**src/rtl/mac_seq_pkg.sv**
```systemverilog
// mac_seq_pkg: FSM state type and accumulate helpers for mac_seq.
// Define MAC_SEQ_SAT_EN to saturate the accumulator; default is wrap.
package mac_seq_pkg;

  typedef enum logic [1:0] {
    IDLE,
    RUN,
    DRAIN,
    DONE
  } state_t;

  localparam int DEF_ACC_W = 16;
  localparam int ACC_MAX = (1 << (DEF_ACC_W - 1)) - 1;
  localparam int ACC_MIN = -(1 << (DEF_ACC_W - 1));

`ifdef MAC_SEQ_SAT_EN
  localparam bit SAT_EN = 1'b1;
`else
  localparam bit SAT_EN = 1'b0;
`endif

  function automatic logic signed [32:0] lim_hi(
    input int w
  );
    return (33'sd1 <<< (w - 1)) - 33'sd1;
  endfunction

  // Operands arrive sign-extended to 32 bits; w is the real width.
  function automatic logic acc_ovf(
    input logic signed [31:0] a,
    input logic signed [31:0] b,
    input int                 w
  );
    logic signed [32:0] s;
    logic signed [32:0] hi;
    logic signed [32:0] lo;
    s  = {a[31], a} + {b[31], b};
    hi = lim_hi(w);
    lo = -hi - 33'sd1;
    return (s > hi) || (s < lo);
  endfunction

  function automatic logic signed [31:0] acc_add(
    input logic signed [31:0] a,
    input logic signed [31:0] b,
    input int                 w,
    input bit                 sat
  );
    logic signed [32:0] s;
    logic signed [32:0] hi;
    logic signed [32:0] lo;
    s  = {a[31], a} + {b[31], b};
    hi = lim_hi(w);
    lo = -hi - 33'sd1;
    if (sat && (s > hi)) return hi[31:0];
    if (sat && (s < lo)) return lo[31:0];
    return s[31:0];
  endfunction

endpackage

```
**src/rtl/mac_seq_dp.sv**
```systemverilog
// mac_seq_dp: two-stage signed MAC (product register, then accumulate).
// Saturation vs wrap comes from mac_seq_pkg (MAC_SEQ_SAT_EN).
module mac_seq_dp
  import mac_seq_pkg::*;
#(
  parameter int DATA_W = 8,
  parameter int ACC_W  = 16
) (
  input  logic                     clk,
  input  logic                     reset_n,
  input  logic                     clr,
  input  logic                     en,
  input  logic signed [DATA_W-1:0] a,
  input  logic signed [DATA_W-1:0] b,
  output logic signed [ACC_W-1:0]  acc,
  output logic                     ovf
);

  logic signed [2*DATA_W-1:0] prod;
  logic                       prod_vld;
  logic signed [ACC_W-1:0]    acc_n;
  logic                       step_ovf;

  always_comb begin
    acc_n    = ACC_W'(acc_add(32'(acc), 32'(prod), ACC_W, SAT_EN));
    step_ovf = acc_ovf(32'(acc), 32'(prod), ACC_W);
  end

  always_ff @(posedge clk or negedge reset_n) begin
    if (!reset_n) begin
      prod     <= '0;
      prod_vld <= 1'b0;
      acc      <= '0;
      ovf      <= 1'b0;
    end else begin
      prod_vld <= en;
      if (en)
        prod <= (2*DATA_W)'(a) * (2*DATA_W)'(b);
      // A new command always wins over a pending accumulate.
      if (clr) begin
        acc <= '0;
        ovf <= 1'b0;
      end else if (prod_vld) begin
        acc <= acc_n;
        ovf <= ovf | step_ovf;
      end
    end
  end

endmodule

```
**src/rtl/mac_seq.sv**
```systemverilog
// mac_seq: command-driven dot-product sequencer around mac_seq_dp.
// Build with MAC_SEQ_SAT_EN for a saturating accumulator.
module mac_seq
  import mac_seq_pkg::*;
#(
  parameter int DATA_W = 8,
  parameter int ACC_W  = 16,
  parameter int LEN_W  = 11
) (
  input  logic              clk,
  input  logic              reset_n,
  input  logic              cmd_valid,
  output logic              cmd_ready,
  input  logic [LEN_W-1:0]  cmd_len,
  input  logic              in_valid,
  output logic              in_ready,
  input  logic [DATA_W-1:0] in_a,
  input  logic [DATA_W-1:0] in_b,
  output logic              res_valid,
  input  logic              res_ready,
  output logic [ACC_W-1:0]  res_data,
  output logic              res_ovf,
  output logic [LEN_W-1:0]  res_count,
  input  logic              abort,
  output logic              busy
);

  state_t             state;
  state_t             state_n;
  logic [LEN_W-1:0]   remaining;
  logic [LEN_W-1:0]   count;
  logic               cmd_acc;
  logic               in_acc;
  logic               last;

  always_ff @(posedge clk or negedge reset_n) begin
    if (!reset_n) state <= IDLE;
    else          state <= state_n;
  end

  always_comb begin
    state_n = state;
    if (abort) begin
      state_n = IDLE;
    end else begin
      unique case (state)
        IDLE:  if (cmd_acc)
                 state_n = (cmd_len == '0) ? DONE : RUN;
        RUN:   if (in_acc && last)
                 state_n = DRAIN;
        DRAIN: state_n = DONE;
        DONE:  if (res_ready)
                 state_n = IDLE;
      endcase
    end
  end

  always_comb begin
    cmd_ready = (state == IDLE);
    in_ready  = (state == RUN);
    res_valid = (state == DONE);
    busy      = (state != IDLE);
    cmd_acc   = cmd_valid && cmd_ready && !abort;
    in_acc    = in_valid && in_ready && !abort;
    last      = (remaining == LEN_W'(1));
  end

  always_ff @(posedge clk or negedge reset_n) begin
    if (!reset_n) begin
      remaining <= '0;
      count     <= '0;
    end else if (cmd_acc) begin
      remaining <= cmd_len;
      count     <= '0;
    end else if (in_acc) begin
      remaining <= remaining - LEN_W'(1);
      count     <= count + LEN_W'(1);
    end
  end

  mac_seq_dp #(
    .DATA_W (DATA_W),
    .ACC_W  (ACC_W)
  ) u_dp (
    .clk     (clk),
    .reset_n (reset_n),
    .clr     (cmd_acc),
    .en      (in_acc),
    .a       (in_a),
    .b       (in_b),
    .acc     (res_data),
    .ovf     (res_ovf)
  );

  assign res_count = count;

endmodule

```
**config.mk**
```make
export PLATFORM = sky130hd
export DESIGN_NAME = mac_seq
export DESIGN_NICKNAME = d
export VERILOG_FILES = /design/src/rtl/mac_seq_pkg.sv /design/src/rtl/mac_seq_dp.sv /design/src/rtl/mac_seq.sv
export SDC_FILE = /design/constraint.sdc
export NUM_CORES = 1
export LEC_CHECK = 0
export ABC_AREA = 0
export BUFFER_PORTS_ARGS = -buffer_cell sky130_fd_sc_hd__buf_2
export CAP_MARGIN = 20
export CORE_MARGIN = 2
export CORE_UTILIZATION = 35
export CTS_BUF_LIST = sky130_fd_sc_hd__clkbuf_2
export DETAILED_ROUTE_END_ITERATION = 12
export PLACE_DENSITY_LB_ADDON = 0.15
export SYNTH_ARGS = -nofsm -noshare
export SYNTH_HDL_FRONTEND = slang
export SYNTH_HIERARCHICAL = 1
export SYNTH_SLANG_ARGS = --single-unit
```
**constraint.sdc**
```tcl
create_clock -name clk -period 2.8 [get_ports clk]
set_input_delay 0.56 -clock clk [delete_from_list [all_inputs] [get_ports clk]]
set_output_delay 0.56 -clock clk [all_outputs]
set_load 0.03 [all_outputs]
```
==> results.md <==
- Status: complete, but fails checks
- Failing checks: negative setup slack
- # diodes: 0
- CTS Buf Count: 9
- Layout area overhead: 25.8%
- Startpoint Class: input port
- Leakage: 3.66 nW
- Mapped Cells: 644
- Nets: 914
- Min cycle time layout: 3.90 ns
- Post-route insts no fill: 997
- Share of cells above drive strength 1: 28.4%
- Overall routing resource usage: 16.1%
- CTS tree: built
- Die ar.: 0.0183 mm²
- Post-Syn Nets: 785
- Worst hold path class: input port to async pin
- FF-to-FF setup slack: 0.47 ns
- DRC Markers: 0
- Area contributors post-synth: dfrtp_1, fa_1, ha_1, inv_1, and2_1
- Crit path kind: input port to flip-flop
- CTS root buffer: clkbuf_2
- I/O Buffers: 64
- Clock Skew: 0.0257 ns
- Synthesized flop and latch total: 58
- Clock transition at path regs: 0.19 ns
- Crit path to: u_dp/prod[10]$_DFFE_PN0P_
- Final Power: 7.28 mW
- Final Hold Viols: 0
- First-pass GRT wire length: 23.9 mm
- Chip height: 135 µm
- FF-to-FF End: u_dp/prod[13]$_DFFE_PN0P_
- Cell Count Post-Placement: 968
- FMAX: 256 MHz
- Power per Cell Area: 960 mW/mm²
- Drt pass-1 iters: 5
- Rows: 47
- Area fraction of the dominant cell type after synthesis: 24.1%
- Share of synthesized registers carrying an async set or reset: 100%
- Core area: 0.0167 mm²
- Antenna violations before repair: 0
- Vias post-DR: 5025
- VDD IR max: 551 µV
- FF+latch area: 0.00145 mm²
- Htree depth: 3
- Worst-margin pin slew: 0.757 ns
- Post-DR wirelength/cell: 14.0 µm
- Seq/Total Area, Yosys: 24.1%
- DR vias/cell: 5.04
- Final setup vio count: 11
- Footprint of the multi-input gates: 0.00448 mm²
- Max-Cap Viols: 0
- Clock Latency Late Sink: 0.51 ns
- Num ports: 65
- Period utilization: 139%
- Worst reg2reg path depth: 9
- CTS Hold Bufs: 0
- CP Launch Point: in_b[1]
- TritonCTS Sinks: 58
- Post-synth cell types: 64
- Number of synthesized flops with an enable pin: 0
- Ys Warns: 6
- Element type at the critical path end: flip-flop
- Routed wire length: 14.0 mm
- Fin worst setup slack: -1.10 ns
- Slew Limit Headroom: 49.1%
- Die W: 135 µm
- Detail Placement HPWL: 10.9 mm
- Largest net degree at the start of global routing: 59
- Starting Density: 36.1%
- # fillers: 1616
- Synth Flop Type: dfrtp_1
- Max Slew Vio Count: 0
- Deepest clock path buffer count: 2
- Vias in the first global route: 5173
- DRT antenna net count: 0
- Largest area contributor in the netlist: dfrtp_1
- Placer congestion estimate: 0.826
- Data arrival, critical path: 4.29 ns
- Remaining Overflow, GRT: 0
- Initial DRC count: 181
- FF-to-FF Start: state[1]$_DFFE_PN0P_
- Cell Area, Synth: 0.00603 mm²
- Syn avg cell area: 9.36 µm²
- RSZ-0062 raised after global routing: true
- Worst Path Max Fanout: 4
- Critical path required time: 3.19 ns
## cells by family after synthesis
kind of cell	synth area share [%]
compound gates	14.8
simple gates	17.9
xor+xnor	4.07
flops	24.1
buf+inv	6.99
mux	2.82
fa+ha+maj	29.4
## worst min-delay path by stage
stage	startpoint	to	slack [ns]	cells after the start
floorplan	reset_n	remaining[0]$_DFFE_PN0P_	0.26	0
global placement	u_dp/prod[12]$_DFFE_PN0P_	u_dp/prod[12]$_DFFE_PN0P_	0.49	1
detailed placement	u_dp/prod[12]$_DFFE_PN0P_	u_dp/prod[12]$_DFFE_PN0P_	0.49	1
CTS	reset_n	remaining[10]$_DFFE_PN0P_	0.19	2
global route	reset_n	res_count[3]$_DFFE_PN0P_	0.20	2
finish	reset_n	remaining[10]$_DFFE_PN0P_	0.20	2
## Yosys cell counts (5+ instances only)
cell type and count:
a21oi_1 25, nand3_1 10, a211oi_1 6, o21a_1 11, a221o_1 7, a21o_1 14, clkbuf_1 8, and2_1 47
or3_1 7, xor2_1 6, mux2i_1 8, xnor2_1 22, fa_1 56, and3_1 5, nor2_1 39, nor4_1 7
nand2_1 36, nor2b_1 9, mux2_2 8, o211ai_1 7, nand2b_1 7, nor3_1 12, nand3b_1 7, o21ai_0 21
ha_1 52, dfrtp_1 58, inv_1 99
## flip-flops by register name (all words and copies together) (netlist names)
signal and flops:
remaining 11, res_count 11, state 2, u_dp/acc 16, u_dp/ovf 1, u_dp/prod 16, u_dp/prod_vld 1
## report_power, final
part | switching (mW) | internal, mW
logic | 2.78 | 2.59
registers | 0.265 | 1.14
clock network | 0.315 | 0.195
total | 3.36 | 3.92
## worst max-delay path: stages
cell and delay [ns]:
buf_8 0.10, and2_4 0.15, fa_1 0.51, inv_2 0.04
fa_1 0.48, inv_2 0.04, fa_1 0.52, inv_1 0.05
fa_1 0.49, inv_2 0.05, ha_4 0.23, o21a_1 0.18
o31a_1 0.14, buf_4 0.15, o21a_1 0.15, nor2_1 0.12
xnor2_1 0.07, mux2_4 0.25
## layout by cell type (no fill, tap or decap), types with 6 or more instances in the layout
cell	netlist	final
inv_1	99	87
buf_4	0	63
dfrtp_1	58	58
fa_1	56	52
buf_2	1	49
nor2_1	39	38
ha_1	52	38
and2_1	47	33
nand2_1	36	32
a21oi_1	25	20
xnor2_1	22	20
o21ai_0	21	17
a21o_1	14	14
buf_6	1	14
and2_4	0	14
nor3_1	12	12
o21a_1	11	11
inv_2	0	11
nand3_1	10	10
clkbuf_2	0	10
ha_4	0	9
nor2b_1	9	8
mux2i_1	8	8
nand3b_1	7	7
a221o_1	7	7
or3_1	7	7
o211ai_1	7	7
nand2b_1	7	7
xor2_1	6	6
## routing by layer
metal / vias up / part of all wire, % / GRT usage [%]
li1: 2434 / - / -
met1: 2502 / 45 / 20.9
met2: 78 / 51 / 27.8
met3: 11 / 3.1 / 3.59
met4: 0 / 0.74 / 2.66
met5: - / 0 / 0
## what timing repair did
item / in CTS / in global routing
endpoints found under the setup margin: 11 / 11
pin swaps: 62 / 15
gates resized for setup: 78 / 15
buffers inserted: 13 / 1
## layout make-up
cell class                 count  area share (%)
clock buffer                  10           0.660
timing repair buffer         129            11.9
clock inverter                 5           0.611
sequential                    58            19.1
inverter                      99            4.93
tap                          220            3.63
multi-input combinational    476            59.1
## per-stage QoR
step                      hold WS [ns]  TNS, ns  cell area [µm²]  utilization, %  setup slack [ns]
after detailed placement         0.489   -16.57             7040            42.2             -1.76
after CTS                        0.189    -9.42             7530            45.1             -1.09
after floorplan                  0.264   -11.85             6110               -             -1.41
after global placement           0.488   -16.42             7040            42.2             -1.74
final                            0.198    -9.94             7580            45.4             -1.10
after global routing             0.205   -10.58             7580            45.4             -1.18
No activity file was read; power rests on OpenSTA's default activity.
